<file path="config.mk">
export PLATFORM = sky130hd
export DESIGN_NAME = checkpoint_recovery_unit
export DESIGN_NICKNAME = d
export VERILOG_FILES = /design/src/rtl/checkpoint_recovery_unit.sv
export SDC_FILE = /design/constraint.sdc
export NUM_CORES = 1
export LEC_CHECK = 0
export CORE_AREA = 4 4 524 526
export DETAILED_ROUTE_END_ITERATION = 16
export DIE_AREA = 0 0 528 530
export PLACE_DENSITY = 0.3
export SLEW_MARGIN = 20
export SYNTH_ARGS = -nofsm -noshare
export SYNTH_HDL_FRONTEND = slang
export SYNTH_SLANG_ARGS = --single-unit
export TNS_END_PERCENT = 20
</file>
<file path="constraint.sdc">
create_clock -name clk -period 6.3 [get_ports clk]
set_clock_uncertainty 0.1 [all_clocks]
set_input_delay 0.945 -clock clk [delete_from_list [all_inputs] [get_ports clk]]
set_output_delay 0.945 -clock clk [all_outputs]
set_load 0.02 [all_outputs]
</file>
<file path="src/rtl/checkpoint_recovery_unit.sv">
// Branch-resolution front end of the checkpointer: validates correct branches and
// recovers from the oldest mispredict by recalling and unpacking its checkpoint line.
module checkpoint_recovery_unit #(
    parameter int unsigned NUM_CHECKPOINTS = 8,
    parameter int unsigned AL_SIZE         = 64,
    parameter int unsigned NUM_BR          = 2,
    parameter int unsigned DRAIN_CYCLES    = 2,
    localparam int unsigned CW             = $clog2(NUM_CHECKPOINTS),
    localparam int unsigned A              = $clog2(AL_SIZE),
    localparam int unsigned LINE_SIZE      = 3 * A + 596
) (
    input  logic                 clk,
    input  logic                 reset,
    input  logic                 br_valid      [NUM_BR],
    input  logic                 br_mispredict [NUM_BR],
    input  logic [CW-1:0]        br_ckpt_id    [NUM_BR],
    input  logic [31:0]          br_target     [NUM_BR],
    input  logic [CW-1:0]        ckpt_back,
    input  logic [LINE_SIZE-1:0] recalled_data,
    output logic                 validate      [NUM_BR],
    output logic [CW-1:0]        validated_id  [NUM_BR],
    output logic                 recall_checkpoint,
    output logic [CW-1:0]        recall_id,
    output logic                 restore_valid,
    output logic [5:0]           rst_free_list [64],
    output logic [6:0]           rst_fl_size,
    output logic [5:0]           rst_fl_front,
    output logic [5:0]           rst_fl_back,
    output logic [A-1:0]         rst_al_front,
    output logic [A:0]           rst_al_size,
    output logic [5:0]           rst_rmt       [32],
    output logic                 redirect_valid,
    output logic [31:0]          redirect_pc,
    output logic                 flush,
    output logic                 busy
);

    localparam int unsigned DW = (DRAIN_CYCLES > 1) ? $clog2(DRAIN_CYCLES) : 1;

    typedef enum logic [1:0] {IDLE, RECALL, RESTORE, DRAIN} state_t;

    state_t         state, state_next;
    logic [CW-1:0]  p_id, p_id_next;
    logic [31:0]    p_target, p_target_next;
    logic [DW-1:0]  cnt, cnt_next;

    logic           cand_valid;
    logic [CW-1:0]  cand_id;
    logic [CW-1:0]  cand_age;
    logic [31:0]    cand_target;
    logic [CW-1:0]  p_age;
    logic           held;
    logic           accept;
    logic           validate_next [NUM_BR];

    // Slot A of the line carries a field the restore path does not use.
    logic           unused_line_bits;
    assign unused_line_bits = ^recalled_data[403+A +: A];

    // Distance from the oldest live checkpoint; wraps naturally in CW bits.
    function automatic logic [CW-1:0] age_of(input logic [CW-1:0] id, input logic [CW-1:0] back);
        return id - back;
    endfunction

    assign p_age  = age_of(p_id, ckpt_back);
    assign held   = (state != IDLE);
    assign accept = cand_valid && (!held || (cand_age < p_age));

    // Oldest mispredicting lane; strict compare keeps the lower lane on ties.
    always_comb begin
        cand_valid  = 1'b0;
        cand_id     = '0;
        cand_age    = '0;
        cand_target = '0;
        for (int i = 0; i < NUM_BR; i++) begin
            if (br_valid[i] && br_mispredict[i] &&
                (!cand_valid || (age_of(br_ckpt_id[i], ckpt_back) < cand_age))) begin
                cand_valid  = 1'b1;
                cand_id     = br_ckpt_id[i];
                cand_age    = age_of(br_ckpt_id[i], ckpt_back);
                cand_target = br_target[i];
            end
        end
    end

    // Correct branches behind a winning or held mispredict are on the wrong path.
    always_comb begin
        for (int i = 0; i < NUM_BR; i++) begin
            validate_next[i] = br_valid[i] && !br_mispredict[i]
                && !(accept && (age_of(br_ckpt_id[i], ckpt_back) >= cand_age))
                && !(held && (age_of(br_ckpt_id[i], ckpt_back) > p_age));
        end
    end

    always_comb begin
        state_next    = state;
        p_id_next     = p_id;
        p_target_next = p_target;
        cnt_next      = cnt;
        if (accept) begin
            state_next    = RECALL;
            p_id_next     = cand_id;
            p_target_next = cand_target;
        end else begin
            case (state)
                IDLE:    state_next = IDLE;
                RECALL:  state_next = RESTORE;
                RESTORE: begin
                    state_next = DRAIN;
                    cnt_next   = DW'(DRAIN_CYCLES - 1);
                end
                DRAIN: begin
                    if (cnt == '0) state_next = IDLE;
                    else           cnt_next   = cnt - DW'(1);
                end
                default: state_next = IDLE;
            endcase
        end
    end

    // Outputs are registered from the next state so they align with it.
    always_ff @(posedge clk) begin
        if (reset) begin
            state             <= IDLE;
            p_id              <= '0;
            p_target          <= '0;
            cnt               <= '0;
            recall_checkpoint <= 1'b0;
            recall_id         <= '0;
            restore_valid     <= 1'b0;
            redirect_valid    <= 1'b0;
            redirect_pc       <= '0;
            flush             <= 1'b0;
            busy              <= 1'b0;
            rst_fl_size       <= '0;
            rst_fl_front      <= '0;
            rst_fl_back       <= '0;
            rst_al_front      <= '0;
            rst_al_size       <= '0;
            for (int i = 0; i < NUM_BR; i++) begin
                validate[i]     <= 1'b0;
                validated_id[i] <= '0;
            end
            for (int i = 0; i < 64; i++) rst_free_list[i] <= '0;
            for (int i = 0; i < 32; i++) rst_rmt[i] <= '0;
        end else begin
            state             <= state_next;
            p_id              <= p_id_next;
            p_target          <= p_target_next;
            cnt               <= cnt_next;
            recall_checkpoint <= (state_next == RECALL);
            recall_id         <= (state_next == RECALL) ? p_id_next : '0;
            restore_valid     <= (state_next == RESTORE);
            redirect_valid    <= (state_next == RESTORE);
            redirect_pc       <= (state_next == RESTORE) ? p_target_next : '0;
            flush             <= (state_next != IDLE);
            busy              <= (state_next != IDLE);
            for (int i = 0; i < NUM_BR; i++) begin
                validate[i]     <= validate_next[i];
                validated_id[i] <= validate_next[i] ? br_ckpt_id[i] : '0;
            end
            // Recalled line is valid for recall_id while in RECALL.
            if (state == RECALL) begin
                for (int i = 0; i < 64; i++) rst_free_list[i] <= recalled_data[6*i +: 6];
                rst_fl_size  <= recalled_data[390:384];
                rst_fl_front <= recalled_data[396:391];
                rst_fl_back  <= recalled_data[402:397];
                rst_al_front <= recalled_data[403 +: A];
                rst_al_size  <= recalled_data[403+2*A +: A+1];
                for (int i = 0; i < 32; i++) rst_rmt[i] <= recalled_data[404+3*A+6*i +: 6];
            end
        end
    end

endmodule

</file>
==> run metrics, run 1 <==
Tightest Pin Transition 1050 ps; Nets 5,026; HP Class register to register; most frequent cells in the layout clkdlybuf4s50_1, nand2_1, dfxtp_1, a21oi_1, clkbuf_16; Final setup viols 0; area share of the leading cell type in the synthesized netlist around 56%; Hold WS 351 ps; YS warnings 0; Setup TNS 0 ps; status finished, final reports clean; core area between 0.2 and 0.3 mm2; gr usage total 11.8%; CP Capture Type register; FF+latch count, synth 692; DPL Wire Length 135,000 um; Sink Count just under 700; Setup crit start kind input port; Syn Std Cell Area roughly 0.025 mm2; initial core utilization 9.16%; Crit path required time just under 7000 ps; Power Dens Cells 346 mW/mm2; Worst Hold Path EP rst_free_list[282]; routed length on met2 79,700 um; DRT Pass-1 Iters 7; Design Power 15.7 mW; fin crit period 4880 ps; cts bufs inserted roughly 100; sequential area share after synthesis 56.0%; RSZ-0062 raised after global routing no; latest clock arrival within the worst-skew pair 780 ps; Slew HR 30.0%; vias in the first global route 26,939; TritonCTS clock tree yes; Detail Route Antenna Nets 0; max-slew violation count 0; post-place setup slack 656 ps; Inst Count DP 7,783; maximum vdd drop around 180 uV; slowest stage delay, CP 540 ps; gr ovfl total 0; clk root buf clkbuf_16; Resized cells post-CTS 0; routed len/inst 21.8 um; syn_area_per_cell 8.09 um2; most area-consuming cells after synthesis dfxtp_1, nand2_1, a21oi_1; most used cell, CP ha_1; die width approximately 530 um; first-pass GRT wire length between 200,000 and 250,000 um; Clock Pin Slew Worst Setup and Hold Paths 50 ps; DR vias about 26,000; R2R cell count 14; WHS Path Cells 2; initial antenna violation count 71; final wirelength 174,000 um; Syn Inst Count 3,059; Critical Path AT between 5000 and 6000 ps; Finished Core Util 16.8%; Hold Vio Cnt, Final 0; worst r2r dst redirect_pc[17]; die height 530 um; P&R area growth vs syn 83.5%; pin count of the biggest net entering global routing between 150 and 200; crit path max fanout 38; Post-CTS Setup Repair Bufs 0; Met1 Wirelength 70,100 um; row count 191; P_leak 15.5 nW; Design Area, Final 0.0454 mm2; most common cell after layout, fill and taps aside clkdlybuf4s50_1; number of I/O pins 1,349; CP cell instances clkdlybuf4s50_1, ha_1, inv_1, fa_1, xor2_1, xnor2_1, ha_1, nor2_1, o21ai_1, nand2_1, nand2_1, o21ai_0, ha_1, a21oi_1, o311a_2, buf_4, a211oi_4, buf_4, and3_1; post-synth top area cell dfxtp_1; H-tree depth 3; layout cells sized above 1 between 5 and 6%; # hold bufs at CTS 0; highest metal used met5; DR vias/cell 3.30; Synth cell types 45; Buffers on Ports 1,342; fmax 205 MHz; initial DRC count 1,236; Max Cap Viol 0; Layout Cells excl Fill ~8,000; DR WL met3 19,900 um; placed cell area 0.0421 mm2; critical path type input port to register; GP Congestion approximately 0.80; post-route setup slack 1420 ps; r2r setup slk 2980 ps; die area roughly 0.28 mm2; HP Start rst_free_list[282]; final worst-path cycle share between 70% and 80%; worst reg2reg startpoint p_id[0]; Crit-path slowest cell clkdlybuf4s50_1; syn_nets ~3,800; clk buf depth 4; DRC Markers 0
## sequential cells by signal (all words and copies together) (netlist names)
signal,flops
p_target,32
busy,1
recall_checkpoint,1
validate,2
cnt,1
rst_al_size,7
rst_rmt,192
redirect_valid,1
redirect_pc,32
recall_id,3
rst_al_front,6
state,2
rst_fl_size,7
rst_free_list,384
rst_fl_back,6
rst_fl_front,6
validated_id,6
p_id,3
## worst max-delay path: cells and delay by family
family,cells,cell delay [ps]
AOI/OAI and AO/OA,5,850
xor gates and xnor gates,2,700
adders and majority gates,4,1040
buffers and inverters,4,1300
and+or+nand+nor,4,560
## cells by family after synthesis
| kind of cell | Yosys count | synth area share (%) |
|---|---|---|
| muxes | 1 | 0.0455 |
| DFF | 692 | 56.0 |
| adders and majority gates | 17 | 0.950 |
| buffers and inverters | 259 | 4.51 |
| xor gates and xnor gates | 6 | 0.212 |
| AOI/OAI and AO/OA | 754 | 17.2 |
| and+or+nand+nor | 1330 | 21.1 |
## worst max path at each step
stage / cells past startpoint / from / end / slack [ps]
2_1_floorplan: 21 / br_ckpt_id[3] / p_target[23] / 1210
6_report: 19 / ckpt_back[0] / redirect_pc[17] / 1420
5_1_grt: 22 / br_ckpt_id[3] / redirect_pc[0] / 1150
3_3_place_gp: 20 / ckpt_back[0] / redirect_pc[13] / 560
4_1_cts: 22 / br_ckpt_id[3] / redirect_pc[13] / 1560
3_5_place_dp: 22 / br_ckpt_id[3] / redirect_pc[13] / 660
## synth_stat cells
library cell / n
dfxtp_1: 692
a21o_1: 1
a32oi_1: 1
a211o_2: 1
or4b_1: 1
a211o_1: 1
a32o_1: 1
a21oi_1: 649
o2bb2ai_4: 1
nand2b_1: 4
ha_1: 14
a31oi_1: 6
o21a_1: 2
nor3_2: 2
o32a_1: 1
clkbuf_1: 215
mux2_2: 1
o2bb2ai_1: 1
buf_2: 13
a211oi_4: 1
buf_12: 3
nand3b_1: 2
a211oi_1: 35
xor2_1: 2
a21boi_1: 1
a211oi_2: 38
buf_6: 9
o22ai_1: 1
buf_1: 1
nand2_1: 1229
and2_1: 3
a21boi_4: 1
o21ai_0: 7
buf_4: 3
o21ai_1: 1
xnor2_1: 4
fa_1: 3
nor2_1: 13
inv_1: 15
o311a_2: 2
a21oi_2: 2
nor3_1: 4
and3_1: 66
nand3_1: 3
nor2b_1: 3
## per-layer routing
metal | vias to the layer above | track usage, %
li1 | 12559 | -
met1 | 12292 | 13.5
met2 | 1120 | 19.1
met3 | 270 | 6.09
met4 | 78 | 3.19
met5 | - | 0
## power by group
part,switching (mW),internal [mW]
combinational,2.84,1.85
sequential,0.344,4.98
clock,2.28,3.40
total,5.46,10.2
## area by class of cell
cell class / instances / area [um2]
fillers: 30537 / 225000
repair buffers: 1398 / 14000
flip-flops and latches: 692 / 13900
multi-input cells: 2108 / 9800
well taps: 3570 / 4470
clock buffers: 155 / 3020
clock inverters: 22 / 231
inverters: 15 / 56.3
diodes: 13 / 32.5
(Power assumes the default switching activity.)
==> run 2, diff against run 1 <==
==> constraint.sdc (replaced) <==
create_clock -name clk -period 4.4 [get_ports clk]
set_clock_uncertainty 0.1 [all_clocks]
set_input_delay 0.66 -clock clk [delete_from_list [all_inputs] [get_ports clk]]
set_output_delay 0.66 -clock clk [all_outputs]
set_load 0.02 [all_outputs]
==> run 2 against run 1 <==
  * Final cell count is 0.56% higher
  * Worst setup slack worse by 1100 ps
  * Critical path depth is 1 higher
  * Die area stayed put
  * Sequential share of layout area is 0.40 points lower
  * Clock-buffer cell count is 15 lower
  * Hold slack worse by 200 ps
  * Critical path type unchanged
  * Non-clock buffer count is 50 higher
  * Combinational power is 46% higher
  * Global-route usage is 0.21 points lower
  * First-iteration DRC count is 13% lower
  * Critical endpoint is now p_target[31]
  * Wire length is 1.7% lower
==> run metrics, run 2 (same netlist as run 1, synthesis figures left out) <==
cts bufs inserted slightly below 100; # hold bufs at CTS 0; fmax 247 MHz; initial core utilization 9.16%; Nets 5,074; most common cell after layout, fill and taps aside clkdlybuf4s50_1; crit path max fanout 27; Crit-path slowest cell clkdlybuf4s50_1; final worst-path cycle share between 90 and 100%; r2r setup slk 1170 ps; Post-CTS Setup Repair Bufs 0; worst r2r dst p_target[31]; Design Power between 20 and 25 mW; post-route setup slack 357 ps; Crit path required time around 5000 ps; Detail Route Antenna Nets 0; layout cells sized above 1 7.12%; gr usage total 11.6%; clk buf depth 4; number of I/O pins 1,349; latest clock arrival within the worst-skew pair 820 ps; row count between 150 and 200; GP Congestion 0.825; WHS Path Cells 2; Clock Pin Slew Worst Setup and Hold Paths 60 ps; critical path type input port to register; HP Class input port to register; Layout Cells excl Fill 8,018; Sink Count approximately 690; P_leak around 16 nW; pin count of the biggest net entering global routing 124; TritonCTS clock tree yes; DR vias between 20,000 and 30,000; most used cell, CP ha_1; HP Start reset; gr ovfl total 0; Tightest Pin Transition between 800 and 900 ps; final wirelength between 150,000 and 200,000 um; Hold Vio Cnt, Final 0; core area 0.270 mm2; DRT Pass-1 Iters 5; Final setup viols 0; Slew HR 45.5%; DR vias/cell roughly 3.3; Inst Count DP 7,833; status finished, final reports clean; Max Cap Viol 0; DRC Markers 0; P&R area growth vs syn 86.0%; Buffers on Ports about 1,300; fin crit period 4040 ps; die area 0.280 mm2; die width 528 um; max-slew violation count 0; Largest Register rst_free_list; post-place setup slack -430 ps; Worst Hold Path EP rst_free_list[216]; vias in the first global route 26,718; first-pass GRT wire length 230,000 um; Setup crit start kind input port; most frequent cells in the layout clkdlybuf4s50_1, nand2_1, dfxtp_1, a21oi_1, clkbuf_16; DPL Wire Length 136,000 um; CP Capture Type register; maximum vdd drop 333 uV; R2R cell count 14; initial antenna violation count between 50 and 60; initial DRC count 1,076; H-tree depth 3; Resized cells post-CTS 0; max reg flops 384; CP cell instances clkdlybuf4s50_1, ha_1, inv_1, fa_1, xor2_1, xnor2_1, nand2_1, ha_1, nand3b_1, a211o_2, nand2_2, o21ai_0, ha_1, nor2_1, o22ai_1, inv_1, buf_4, a21o_2, buf_12, a211oi_1; routed len/inst 21.4 um; slowest stage delay, CP 510 ps; RSZ-0062 raised after global routing no; Top Registers rst_free_list: 384 flops, rst_rmt: 192 flops; worst reg2reg startpoint p_id[0]; Critical Path AT 4620 ps; clk root buf clkbuf_16; Power Dens Cells 493 mW/mm2; Finished Core Util between 10% and 20%; die height 530 um; Setup TNS 0 ps
-- run 2: changes by cell type in the layout (fill, tap and decap cells not counted), sizes merged --
| cell | previous run | this run |
|---|---|---|
| bufinv | 3 | 7 |
| diode | 13 | 9 |
| buf | 57 | 107 |
| clkinv | 11 | 23 |
| clkbuf | 155 | 140 |
| clkinvlp | 5 | 3 |
-- run 2: critical path: cells and delay by family --
kind | cells | cell delay, ps
fa+ha+maj | 4 | 1020
simple gates | 4 | 420
xor+xnor | 2 | 380
buf+inv | 5 | 1000
compound gates | 5 | 1130
-- run 2: final cells by class --
class / count / area, um2
diodes: 9 / 22.5
clock buffers: 140 / 2840
clock inverters: 36 / 440
fillers: 30434 / 224000
inverters: 15 / 56.3
multi-input cells: 2108 / 9800
flip-flops and latches: 692 / 13900
well taps: 3570 / 4470
repair buffers: 1448 / 14500
-- run 2: power by group --
group	total (mW)	switching [mW]	internal [mW]
Sequential	7.63	0.506	7.12
Combinational	6.86	4.05	2.82
Clock	8.20	3.29	4.91
-- run 2: through the flow --
step                instance area [um2]  hold WS (ps)
detailed placement                42700           346
CTS                               46000           112
global route                      46000           139
floorplan                         24800           354
finish                            46000           155
global placement                  42700           341
-- run 2: worst max path at each step --
stage	from	end	slack [ps]	cells after the start
floorplan	br_ckpt_id[3]	p_target[23]	9	21
global placement	ckpt_back[0]	busy	-520	20
detailed placement	ckpt_back[0]	busy	-430	20
CTS	ckpt_back[0]	p_target[31]	440	20
global route	br_ckpt_id[3]	p_target[31]	150	22
finish	ckpt_back[0]	p_target[31]	360	20
-- run 2: metal layers --
layer  track usage (%)  vias to the layer above  wire, um
met2              18.7                     1077     77800
li1                  -                    12664         -
met4              2.75                       44      3790
met5                 0                        -       298
met1              13.8                    12344     71400
met3              5.42                      229     17900
==> run 3, diff against run 2 <==
--- a/config.mk
+++ b/config.mk
@@ -5,9 +5,9 @@
 export SDC_FILE = /design/constraint.sdc
 export NUM_CORES = 1
 export LEC_CHECK = 0
-export CORE_AREA = 4 4 524 526
+export CORE_AREA = 4 4 530 532
 export DETAILED_ROUTE_END_ITERATION = 16
-export DIE_AREA = 0 0 528 530
+export DIE_AREA = 0 0 534 536
 export PLACE_DENSITY = 0.3
 export SLEW_MARGIN = 20
 export SYNTH_ARGS = -nofsm -noshare
==> run 3 against run 2 <==
  * Core utilization decreased by 0.29 points
  * Combinational power about the same
  * Maximum frequency decreased by 1.8%
  * Critical endpoint unchanged
==> run metrics, run 3 (same netlist as run 1, synthesis figures left out) <==
worst r2r dst p_target[31]; P_leak 15.9 nW; pin count of the biggest net entering global routing 161; Hold WS 172 ps; Inst Count DP 7,963; most frequent cells in the layout clkdlybuf4s50_1, nand2_1, dfxtp_1, a21oi_1, clkbuf_16; Top Registers rst_free_list: 384 flops, rst_rmt: 192 flops; number of I/O pins 1,349; Crit path required time 4970 ps; vias in the first global route 27,169; die width 534 um; worst reg2reg startpoint p_id[0]; critical path depth in cells 19; slowest stage delay, CP 530 ps; DR vias/cell 3.26; Power Dens Cells 494 mW/mm2; clk root buf clkbuf_16; Critical Path AT roughly 4700 ps; clk buf depth 4; DR vias 26,603; most common cell after layout, fill and taps aside clkdlybuf4s50_1; WP buf/inv 4; first-pass GRT wire length roughly 240,000 um; max reg flops 384; H-tree depth 3; HP Class input port to register; layout cells sized above 1 6.99%; initial DRC count 1,341; RSZ-0062 raised after global routing no; Filler cells 31,256; Hold Vio Cnt, Final 0; Slew HR 33.7%; # hold bufs at CTS 0; Tightest Pin Transition just under 1000 ps; die area 0.286 mm2; final wirelength 178,000 um; Layout Cells excl Fill 8,157; cts bufs inserted between 100 and 150; Setup crit start kind input port; Largest Register rst_free_list; die height 536 um; Max Cap Viol 0; r2r setup slk 1170 ps; Top delay family on crit path compound AO/OA/AOI/OAI gates; Clock Pin Slew Worst Setup and Hold Paths 60 ps; Multi-input gate area 0.00980 mm2; critical path type input port to register; maximum vdd drop 285 uV; max-slew violation count 0; fin crit period approximately 4100 ps; status finished, final reports clean; crit path max fanout 27; final worst-path cycle share 93.6%; DPL Wire Length 142,000 um; latest clock arrival within the worst-skew pair 790 ps; CP cell instances clkdlybuf4s50_1, ha_1, inv_1, fa_1, xor2_1, xnor2_1, nand2_1, ha_1, nand3b_1, a211o_2, nand2_2, o21ai_0, ha_1, nor2_1, o22ai_1, inv_1, a21o_2, buf_12, a211oi_1; GP Congestion 0.850; fmax 243 MHz; most used cell, CP ha_1; Finished Core Util 16.7%; initial core utilization 8.97%; DRC Markers 0; Nets 5,071; core area 0.276 mm2; Design Power 22.8 mW; Sink Count slightly below 700; Post-CTS Setup Repair Bufs 0; Final setup viols 0; crit path to p_target[31]; routed len/inst 21.8 um; Detail Route Antenna Nets 0; initial antenna violation count 58; DRT Pass-1 Iters 5; P&R area growth vs syn 86.8%; TritonCTS clock tree yes; Design Area, Final 0.0462 mm2; R2R cell count 13; row count 193; gr usage total 11.8%; Buffers on Ports 1,342; Resized cells post-CTS 0; CP Capture Type register; placed cell area 0.0428 mm2; Crit-path slowest cell clkdlybuf4s50_1; FF/Latch Area 0.0139 mm2; Crit. Startpoint ckpt_back[0]; gr ovfl total 0
## run 3: cell count changes in the layout (fill, tap and decap cells not counted)
cell | previous run | this run
buf_12 | 25 | 24
buf_4 | 81 | 77
clkbuf_1 | 20 | 25
clkbuf_16 | 99 | 101
clkbuf_8 | 21 | 25
clkinv_2 | 19 | 15
clkinv_4 | 2 | 1
clkinv_8 | 1 | 3
clkinvlp_4 | 3 | 1
diode_2 | 9 | 14
inv_16 | 2 | 0
## run 3: worst min-delay path by stage
stage / from / slack (ps) / to / cells after the start
floorplan: p_target[0] / 350 / redirect_pc[0] / 1
detailed placement: rst_rmt[141] / 350 / rst_rmt[141] / 2
CTS: recalled_data[183] / 180 / rst_free_list[201] / 3
global placement: rst_free_list[51] / 340 / rst_free_list[51] / 2
global route: reset / 150 / rst_free_list[307] / 2
finish: reset / 170 / rst_free_list[307] / 2
## run 3: routing by layer
| layer | vias up | share of wire (%) | GRT usage [%] |
|---|---|---|---|
| li1 | 12666 | - | - |
| met3 | 227 | 10 | 5.42 |
| met5 | - | 0.10 | 0 |
| met4 | 28 | 2.2 | 2.68 |
| met2 | 1147 | 47 | 19.9 |
| met1 | 12535 | 40 | 13.5 |
## run 3: worst reg2reg max path, cell delays in order, from the launching register on
cell      delay (ps)
dfxtp_1          310
inv_1            110
ha_1             160
inv_1             50
fa_1             380
xnor2_1          150
xnor2_1          430
ha_1             280
nor2_1            50
o22ai_1          200
inv_1            220
a21o_2           280
buf_12           180
a211oi_1         230
## run 3: final cells by class
| cell class | count | area share, % |
|---|---|---|
| clock inverter | 29 | 0.842 |
| tap | 3705 | 10.0 |
| sequential | 692 | 30.0 |
| timing repair buffer | 1443 | 31.4 |
| clock buffer | 151 | 6.41 |
| multi-input combinational | 2108 | 21.2 |
| antenna | 14 | 0.0758 |
| inverter | 15 | 0.122 |
## run 3: where the power goes
group	switching, mW	internal (mW)
Combinational	4.07	2.78
Clock	3.29	5.05
Sequential	0.525	7.12
Total	7.88	15.0
## run 3: per-stage QoR
| stage | setup WS (ps) | setup TNS (ps) |
|---|---|---|
| floorplan | 9.34 | 0 |
| global placement | -453 | -33600 |
| detailed placement | -524 | -37190 |
| CTS | 374 | 0 |
| global route | 107 | 0 |
| finish | 281 | 0 |
